`src/rtl/mem_arbiter.sv`:
```
`default_nettype none
// +--------------------------------------------------------------------------+
// | mem_arbiter: grants the shared main memory to the I-cache or D-cache.    |
// | Revision 1.0                                                             |
// +--------------------------------------------------------------------------+
module mem_arbiter #(
  parameter int LATENCY = 4,
  parameter int MAX_OUT = 4,
  parameter int CNT_W   = 3
) (
  input  logic        clk,
  input  logic        rst,
  input  logic        i_busy,
  input  logic [15:0] i_addr,
  input  logic        d_busy,
  input  logic [15:0] d_addr,
  input  logic        d_write,
  input  logic [15:0] d_wdata,
  output logic        i_service,
  output logic        d_service,
  output logic [15:0] data_out,
  output logic        data_valid,
  output logic [15:0] mem_addr,
  output logic        mem_en,
  output logic        mem_wr,
  output logic [15:0] mem_wdata,
  input  logic [15:0] mem_data,
  input  logic        mem_valid
);

  localparam logic [CNT_W-1:0] CAP = CNT_W'(MAX_OUT);

  if (LATENCY < 1 || MAX_OUT < 1 || (2 ** CNT_W) <= MAX_OUT) begin : g_param_check
    $error("mem_arbiter: illegal LATENCY/MAX_OUT/CNT_W combination");
  end

  typedef enum logic [1:0] {
    IDLE   = 2'd0,
    SERV_I = 2'd1,
    SERV_D = 2'd2
  } state_t;

  state_t           state_q, state_d;
  logic [CNT_W-1:0] out_cnt_q, out_cnt_d;
  logic             owner_busy;
  logic             cnt_zero;
  logic             rd_accept;
  logic             rd_return;
  state_t           next_grant;

  assign i_service = (state_q == SERV_I);
  assign d_service = (state_q == SERV_D);
  assign cnt_zero  = (out_cnt_q == '0);

  assign owner_busy = (i_service & i_busy) | (d_service & d_busy);
  assign mem_wr     = d_service & d_write;
  assign mem_en     = owner_busy & ((out_cnt_q < CAP) | mem_wr);
  assign mem_addr   = i_service ? i_addr : (d_service ? d_addr : 16'h0000);
  assign mem_wdata  = (i_service | d_service) ? d_wdata : 16'h0000;

  // A return with nothing in flight is a stale pulse from before a reset.
  assign rd_accept  = mem_en & ~mem_wr;
  assign rd_return  = mem_valid & ~cnt_zero;
  assign data_valid = rd_return;
  assign data_out   = rd_return ? mem_data : 16'h0000;

  assign next_grant = d_busy ? SERV_D : (i_busy ? SERV_I : IDLE);

  always_comb begin
    state_d   = state_q;
    out_cnt_d = out_cnt_q;

    if (rd_accept && !rd_return) begin
      out_cnt_d = out_cnt_q + CNT_W'(1);
    end else if (!rd_accept && rd_return) begin
      out_cnt_d = out_cnt_q - CNT_W'(1);
    end

    case (state_q)
      IDLE: state_d = next_grant;
      SERV_I, SERV_D: begin
        if (!owner_busy && cnt_zero) begin
          state_d = next_grant;
        end
      end
      default: state_d = IDLE;
    endcase
  end

  always_ff @(posedge clk or posedge rst) begin
    if (rst) begin
      state_q   <= IDLE;
      out_cnt_q <= '0;
    end else begin
      state_q   <= state_d;
      out_cnt_q <= out_cnt_d;
    end
  end

endmodule
`default_nettype wire

```
`config.mk`:
```
export PLATFORM = sky130hd
export DESIGN_NAME = mem_arbiter
export DESIGN_NICKNAME = d
export VERILOG_FILES = /design/src/rtl/mem_arbiter.sv
export SDC_FILE = /design/constraint.sdc
export NUM_CORES = 1
export LEC_CHECK = 0
export ABC_AREA = 1
export BUFFER_PORTS_ARGS = -buffer_cell sky130_fd_sc_hd__buf_2
export CAP_MARGIN = 0
export CORE_MARGIN = 10
export CORE_UTILIZATION = 32
export DETAILED_ROUTE_END_ITERATION = 7
export HOLD_SLACK_MARGIN = 0.06
export MAX_ROUTING_LAYER = met4
export PLACE_DENSITY_LB_ADDON = 0.1
export RECOVER_POWER = 100
export REMOVE_ABC_BUFFERS = 1
export SLEW_MARGIN = 15
export SYNTH_ARGS = -nofsm -noshare
export SYNTH_HDL_FRONTEND = slang
export SYNTH_SLANG_ARGS = --single-unit
```
`constraint.sdc`:
```
create_clock -name clk -period 2.6 [get_ports clk]
set_input_delay 0.13 -clock clk [delete_from_list [all_inputs] [get_ports clk]]
set_output_delay 0.13 -clock clk [all_outputs]
set_load 0.02 [all_outputs]
```
# ---- Word level (Yosys, flattened, before mapping)
# Cells that the tools add are included.
dict set report op_classes {
  n_addsub 2
  n_eq_ne 3
  reduce_logical 10
  bitwise 11
  muxes 10
  magnitude_cmp 1
}
# operator count
set op_table {}
lappend op_table {{$mux W16} 4}
lappend op_table {{$and A1 B1 Y1} 6}
lappend op_table {{$mux W3} 2}
lappend op_table {{$mux W2} 2}
lappend op_table {{$pmux W2 S2} 1}
lappend op_table {{$add A3 B1 Y3 const B} 1}
lappend op_table {{$logic_and A1 B1 Y1} 3}
lappend op_table {{$logic_not A1 Y1} 3}
lappend op_table {{$logic_not A3 Y1} 1}
lappend op_table {{$lt A3 B3 Y1 const B} 1}
lappend op_table {{$or A1 B1 Y1} 3}
lappend op_table {{$sub A3 B1 Y3 const B} 1}
lappend op_table {{$eq A2 B1 Y1 const B} 1}
lappend op_table {{$eq A2 B2 Y1 const B} 1}
lappend op_table {{$logic_not A2 Y1} 1}
lappend op_table {{$ne A2 B2 Y1 const B} 1}
lappend op_table {{$not A1 Y1} 2}
lappend op_table {{$reduce_bool A2 Y1} 1}
lappend op_table {{$reduce_or A2 Y1} 1}
lappend op_table {{$mux W1} 1}
dict set report totals {
  wordCells 39
  reg_bits 5
  in_bits 70
  out_inout_bits 53
}

# ---- Logic depth before layout (Yosys ltp)
dict set report depth {
  ltp_word 9
  depth_mapped 14
  ltp_nobuf 13
}

# ---- Worst setup path before layout
# Ideal clock, no wire load.
dict set report synth_path {
  path_type {register to register}
  startpoint {register state_q[0]}
  endpoint {register out_cnt_q[2]}
  t_required_ns 2.477
  path_stages_with_launch 14
  period_less_slack_ns 2.282
  setup_ns 0.123
  t_arrival_ns 2.159
  path_slack_ns 0.318
  path_buffers 1
  cell_sequence {dfrtp_1 inv_1 ha_1 buf_6 nand2_1 inv_1 o21ai_1 nor2_1 ha_1 inv_1 fa_1 nand2_1 nand3_1 xor2_1}
}
dict set report synth_via {
  elab_chain_cells 8
  word_cells_on_any_way 15
  cone_classes {eq/ne (2); mux (1); bitwise (8); reduce/logical (4)}
}
# element line_no
set synth_rtl {}
lappend synth_rtl {{start: declaration} 43} ;# state_t state_q, state_d;
lappend synth_rtl {{start signal: assignment} 95} ;# state_q <= state_d;
lappend synth_rtl {{$eq A2 B2 Y1 *} 52} ;# assign d_service = (state_q == SERV_D);
lappend synth_rtl {{named net d_service} 20} ;# output logic d_service,
lappend synth_rtl {{$and A1 B1 Y1 *} 56} ;# assign mem_wr = d_service & d_write;
lappend synth_rtl {{named net mem_wr} 25} ;# output logic mem_wr,
lappend synth_rtl {{$or A1 B1 Y1} 57} ;# assign mem_en = owner_busy & ((out_cnt_q < CAP) | mem_wr);
lappend synth_rtl {{$and A1 B1 Y1} 57}
lappend synth_rtl {{$and A1 B1 Y1 *} 62} ;# assign rd_accept = mem_en & ~mem_wr;
lappend synth_rtl {{$logic_not A1 Y1} 75} ;# end else if (!rd_accept && rd_return) begin
lappend synth_rtl {{$logic_and A1 B1 Y1} 75}
lappend synth_rtl {{$reduce_bool A2 Y1 (no line)} n/a}
lappend synth_rtl {{end signal: assignment} 96} ;# out_cnt_q <= out_cnt_d;
lappend synth_rtl {{end: declaration} 44} ;# logic [CNT_W-1:0] out_cnt_q, out_cnt_d;
# Mark *: on every way through the listed nets, which the timed path passes. The rest lies on a longest branch.
# A chain may end at the register's enable or synchronous reset.

# ---- Worst setup path after layout
dict set report layout_path {
  startpoint {register state_q[0]}
  endpoint {register out_cnt_q[2]}
}
dict set report layout_via {
  elab_chain_cells 8
  word_cells_on_any_way 15
  cone_classes {eq/ne (2); mux (1); bitwise (8); reduce/logical (4)}
}
# element line_no
set layout_rtl {}
lappend layout_rtl {{$eq A2 B1 Y1 or $eq A2 B2 Y1 (tied branches)} {51, 52}}
lappend layout_rtl {{$and A1 B1 Y1 (on tied branches)} {55, 56}}
lappend layout_rtl {{$or A1 B1 Y1 (on tied branches)} {55, 57}}
lappend layout_rtl {{$and A1 B1 Y1} 57}
lappend layout_rtl {{$and A1 B1 Y1 *} 62}
lappend layout_rtl {{$logic_not A1 Y1} 75}
lappend layout_rtl {{$logic_and A1 B1 Y1} 75}
lappend layout_rtl {{$reduce_bool A2 Y1 (no line)} n/a}
# Mark *: on every way between the ends. The rest lies on a longest branch, timed or not.

==> flow_results.org <==
** Outcome
- The run finished with clean final reports.

** Placement
- Cell total after placement :: 320
- The HPWL after detailed placement is between 3 and 4 mm.
- RD Place Congestion :: about 0.81
- # port buffers :: between 100 and 150

** Power
- IR analysis of the VDD net gives a maximum drop of between 0.6 and 0.7 mV.
- Power per standard cell area :: around 1000 nW/um2
- Static leakage power :: between 0.0009 and 0.001 uW

** Setup path
- Crit-path most repeated cell :: inv_1
- Crit start category :: flip-flop
- Chain of cells forming the critical path :: inv_1 > ha_1 > nand2_1 > inv_1 > o21ai_0 > nor2_1 > ha_1 > inv_1 > fa_1 > nand2_1 > nand3_1 > xor2_1
- Maximum single-stage delay on the critical path :: approximately 400 ps
- Library cell contributing the largest single delay on the critical path :: dfrtp_1
- The number of cells on the worst reg-to-reg path is 12.
- The number of buffers and inverters on the critical path is 3.
- The critical path in this run is classified as reg2reg.
- STA classifies the critical path endpoint as a flip-flop.
- Top fanout value on the critical path :: 9
- Counting buffers and inverters, the worst setup path is 12 cells deep.
- At the worst endpoint, the arrival time is 2370 ps.
- The cell family contributing the most delay on the critical path is adder cells.
- Required time at the worst-slack endpoint :: 2720 ps

** STA
- Headroom to the max-slew limit came out at between 40% and 50%.
- Post-route clock period utilization :: roughly 86%
- Setup violations remaining at the end of the flow were counted as 0.
- Final slew viol count :: 0
- After routing, the total negative slack on setup checks comes to 0 ps.
- The hold violation total from the final report was 0.
- Shortest period the worst path allows :: between 2000 and 2500 ps
- Setup repair after global routing missed its margin :: no
- For the pin with the worst max-slew slack, the measured transition is roughly 800 ps.
- The clock arrives with approximately 1.3 ps of skew.
- Timing would allow up to roughly 440 MHz.

** Die
- The floorplan step set the die height to between 70 and 80 um.
- Total Die Area :: 5480 um2
- Core Box Area :: approximately 2800 um2
- The floorplan has 19 rows.
- The die is about 74 um wide.
- between 100 and 150 I/O pins were placed.
- For this configuration, the core starts out at a cell density of between 30% and 40%.

** Route
- Routed wire per std cell :: between 10 and 15 um
- DR iter-0 viols :: between 40 and 50
- Count of vias placed by the detailed router :: 1288
- Remaining number of nets flagged by the antenna check after routing :: 0
- DRC :: 0
- Summed over all layers, the routed wires come to around 3.9 mm.
- Using the TritonRoute via totals, the vias-per-cell ratio works out to 3.96.
- The first detailed-routing pass took 4 iterations.

** Yosys
- The share of synthesized area in the top cell type comes to 17.7%.
- Post-synthesis async set-or-reset flop share :: between 90% and 100%
- Most frequently used flop master after synthesis :: dfrtp_1
- The largest total area in the synthesized netlist belongs to inv_1.
- Synthesized netlist cell count :: 173
- Fraction of the yosys area taken by sequential cells :: a little over an eighth
- Counting distinct cell types in the post-synthesis netlist gives 21.
- Netlist Area Pre-Place :: approximately 930 um2
- Post-synth top cells :: inv_1 (44), nand2_1 (43), nor2_1 (28)
- Number of warnings issued by yosys :: 0
- Yosys instantiated no cell more often than inv_1.
- Flip-flop and latch count after synthesis :: 5
- Avg Cell Area, Syn :: around 5.4 um2
- By area the synthesized netlist is led by inv_1 (18%), nand2_1 (17%), dfrtp_1 (13%), nor2_1 (11%), nand3_1 (10%).
- Count of flip-flops with a built-in enable after synthesis :: 0

** Cells and area
- Final-layout fill cell count :: ~330
- Once layout is complete, the cells apart from fillers number about 330.
- P&R area growth vs syn :: 59.6%
- Number of nets in the final layout :: between 300 and 400
- Cells with a size suffix above 1 make up roughly a third of the layout.
- Antenna diode count :: 0

** Hold path
- HP Class :: in2reg
- Worst hold path stage count :: 5

** Global route
- Number of antenna violations at the first check in global routing :: 0
- Number of global-route vias before repair :: 1214
- Total global-route track usage :: between 10% and 20%
- For this run the aggregate overflow at the end of global routing stands at 0.
- The first global-routing pass estimated around 5.7 mm of wire.
- Pin count of the biggest net entering global routing :: 19

** Clocking
- Clock tree root driver cell :: clkbuf_4
- Clock buffer count from CTS :: 3
- TritonCTS clock tree :: yes
- Total clock sinks :: 5
- H-tree depth reported by CTS :: 1
- Clock latency reported for the late side of the worst-skew pair :: between 200 and 250 ps
- Clock slew seen by the registers of the worst setup and hold paths :: approximately 40 ps
- Longest Clk Path Bufs :: 2

** Run
- Max-cap check violation count :: 0
## layer usage
metal | GRT usage [%] | wire length (um) | share of wire (%)
met1 | 12.9 | 1360 | 35
met2 | 23.9 | 2060 | 53
met3 | 4.92 | 502 | 13
met4 | 1.24 | 0 | 0
met5 | - | 0 | 0
## stage by stage
step | power [uW] | utilization [%] | worst slack [ps] | cell area [um2] | hold slack (ps)
2_1_floorplan | 1050 | - | 122 | 865 | -91.5
3_3_place_gp | 1500 | 55.0 | 415 | 1530 | 35.9
3_5_place_dp | 1500 | 55.0 | 370 | 1530 | 34.7
4_1_cts | 1610 | 56.3 | 359 | 1570 | 229
5_1_grt | 1650 | 53.6 | 86.0 | 1490 | 265
6_report | 1490 | 53.6 | 351 | 1490 | 233
## worst register-to-register path, cell delays in order (launching register included)
cell and delay [ps]:
dfrtp_1 400, inv_1 70, ha_1 330, nand2_1 110
inv_1 90, o21ai_0 100, nor2_1 120, ha_1 170
inv_1 70, fa_1 370, nand2_1 80, nand3_1 80
xor2_1 140
## final cells by class
type / count / area (um2) / area share [%]
clock buffer: 4 / 26.3 / 1.76
inverter: 47 / 179 / 12.0
multi-input combinational: 113 / 554 / 37.2
sequential: 5 / 125 / 8.39
tap: 31 / 38.8 / 2.60
timing repair buffer: 125 / 568 / 38.1
## power breakdown
group          internal (uW)  leakage, uW  switching [uW]  total (uW)
clock network           58.0    0.0000150            31.6        89.6
logic                    358     0.000913             887        1240
registers                119    0.0000608            34.5         153
total                    535     0.000989             953        1490
## cell usage in the layout, fill, tap and decap left out
| master | count |
|---|---|
| buf_2 | 74 |
| clkbuf_1 | 51 |
| clkbuf_4 | 3 |
| dfrtp_1 | 5 |
| dlygate4sd3_1 | 1 |
| fa_1 | 1 |
| ha_1 | 4 |
| inv_1 | 44 |
| inv_2 | 2 |
| inv_4 | 1 |
| nand2_1 | 44 |
| nand2_2 | 4 |
| nand2_4 | 1 |
| nand3_1 | 19 |
| nor2_1 | 28 |
| nor2_2 | 7 |
| nor2_4 | 1 |
| o21ai_0 | 2 |
| xnor2_1 | 1 |
| xor2_1 | 1 |
## cells by family (layout without fill, tap and decap cells)
logic type / Yosys count / count (layout) / share of synthesized area, %
xor gates and xnor gates: 2 / 2 / 1.87
buffers and inverters: 55 / 176 / 26.6
DFF: 5 / 5 / 13.4
AOI/OAI and AO/OA: 2 / 2 / 1.47
and+or+nand+nor: 104 / 104 / 49.1
adders and majority gates: 5 / 5 / 7.50
## state kept, by name, summed over array words and instances (netlist names)
signal     flops
out_cnt_q      3
state_q        2
## repair_timing
item / CTS / global route
endpoints found under the hold margin: 5 / 0
hold buffers: 1 / 0
setup buffers: 0 / 0
resized for setup: 0 / 0
## final timing paths
kind                                    from            to  slack (ps)
worst min-delay path                  i_busy    state_q[0]         230
max in group asynchronous                rst    state_q[0]        2110
min in group asynchronous                rst  out_cnt_q[0]         320
worst max register to register    state_q[0]  out_cnt_q[2]         350
worst max-delay path              state_q[0]  out_cnt_q[2]         350
worst min register to register  out_cnt_q[1]  out_cnt_q[1]         530
Power figures use the tool's default switching activity.
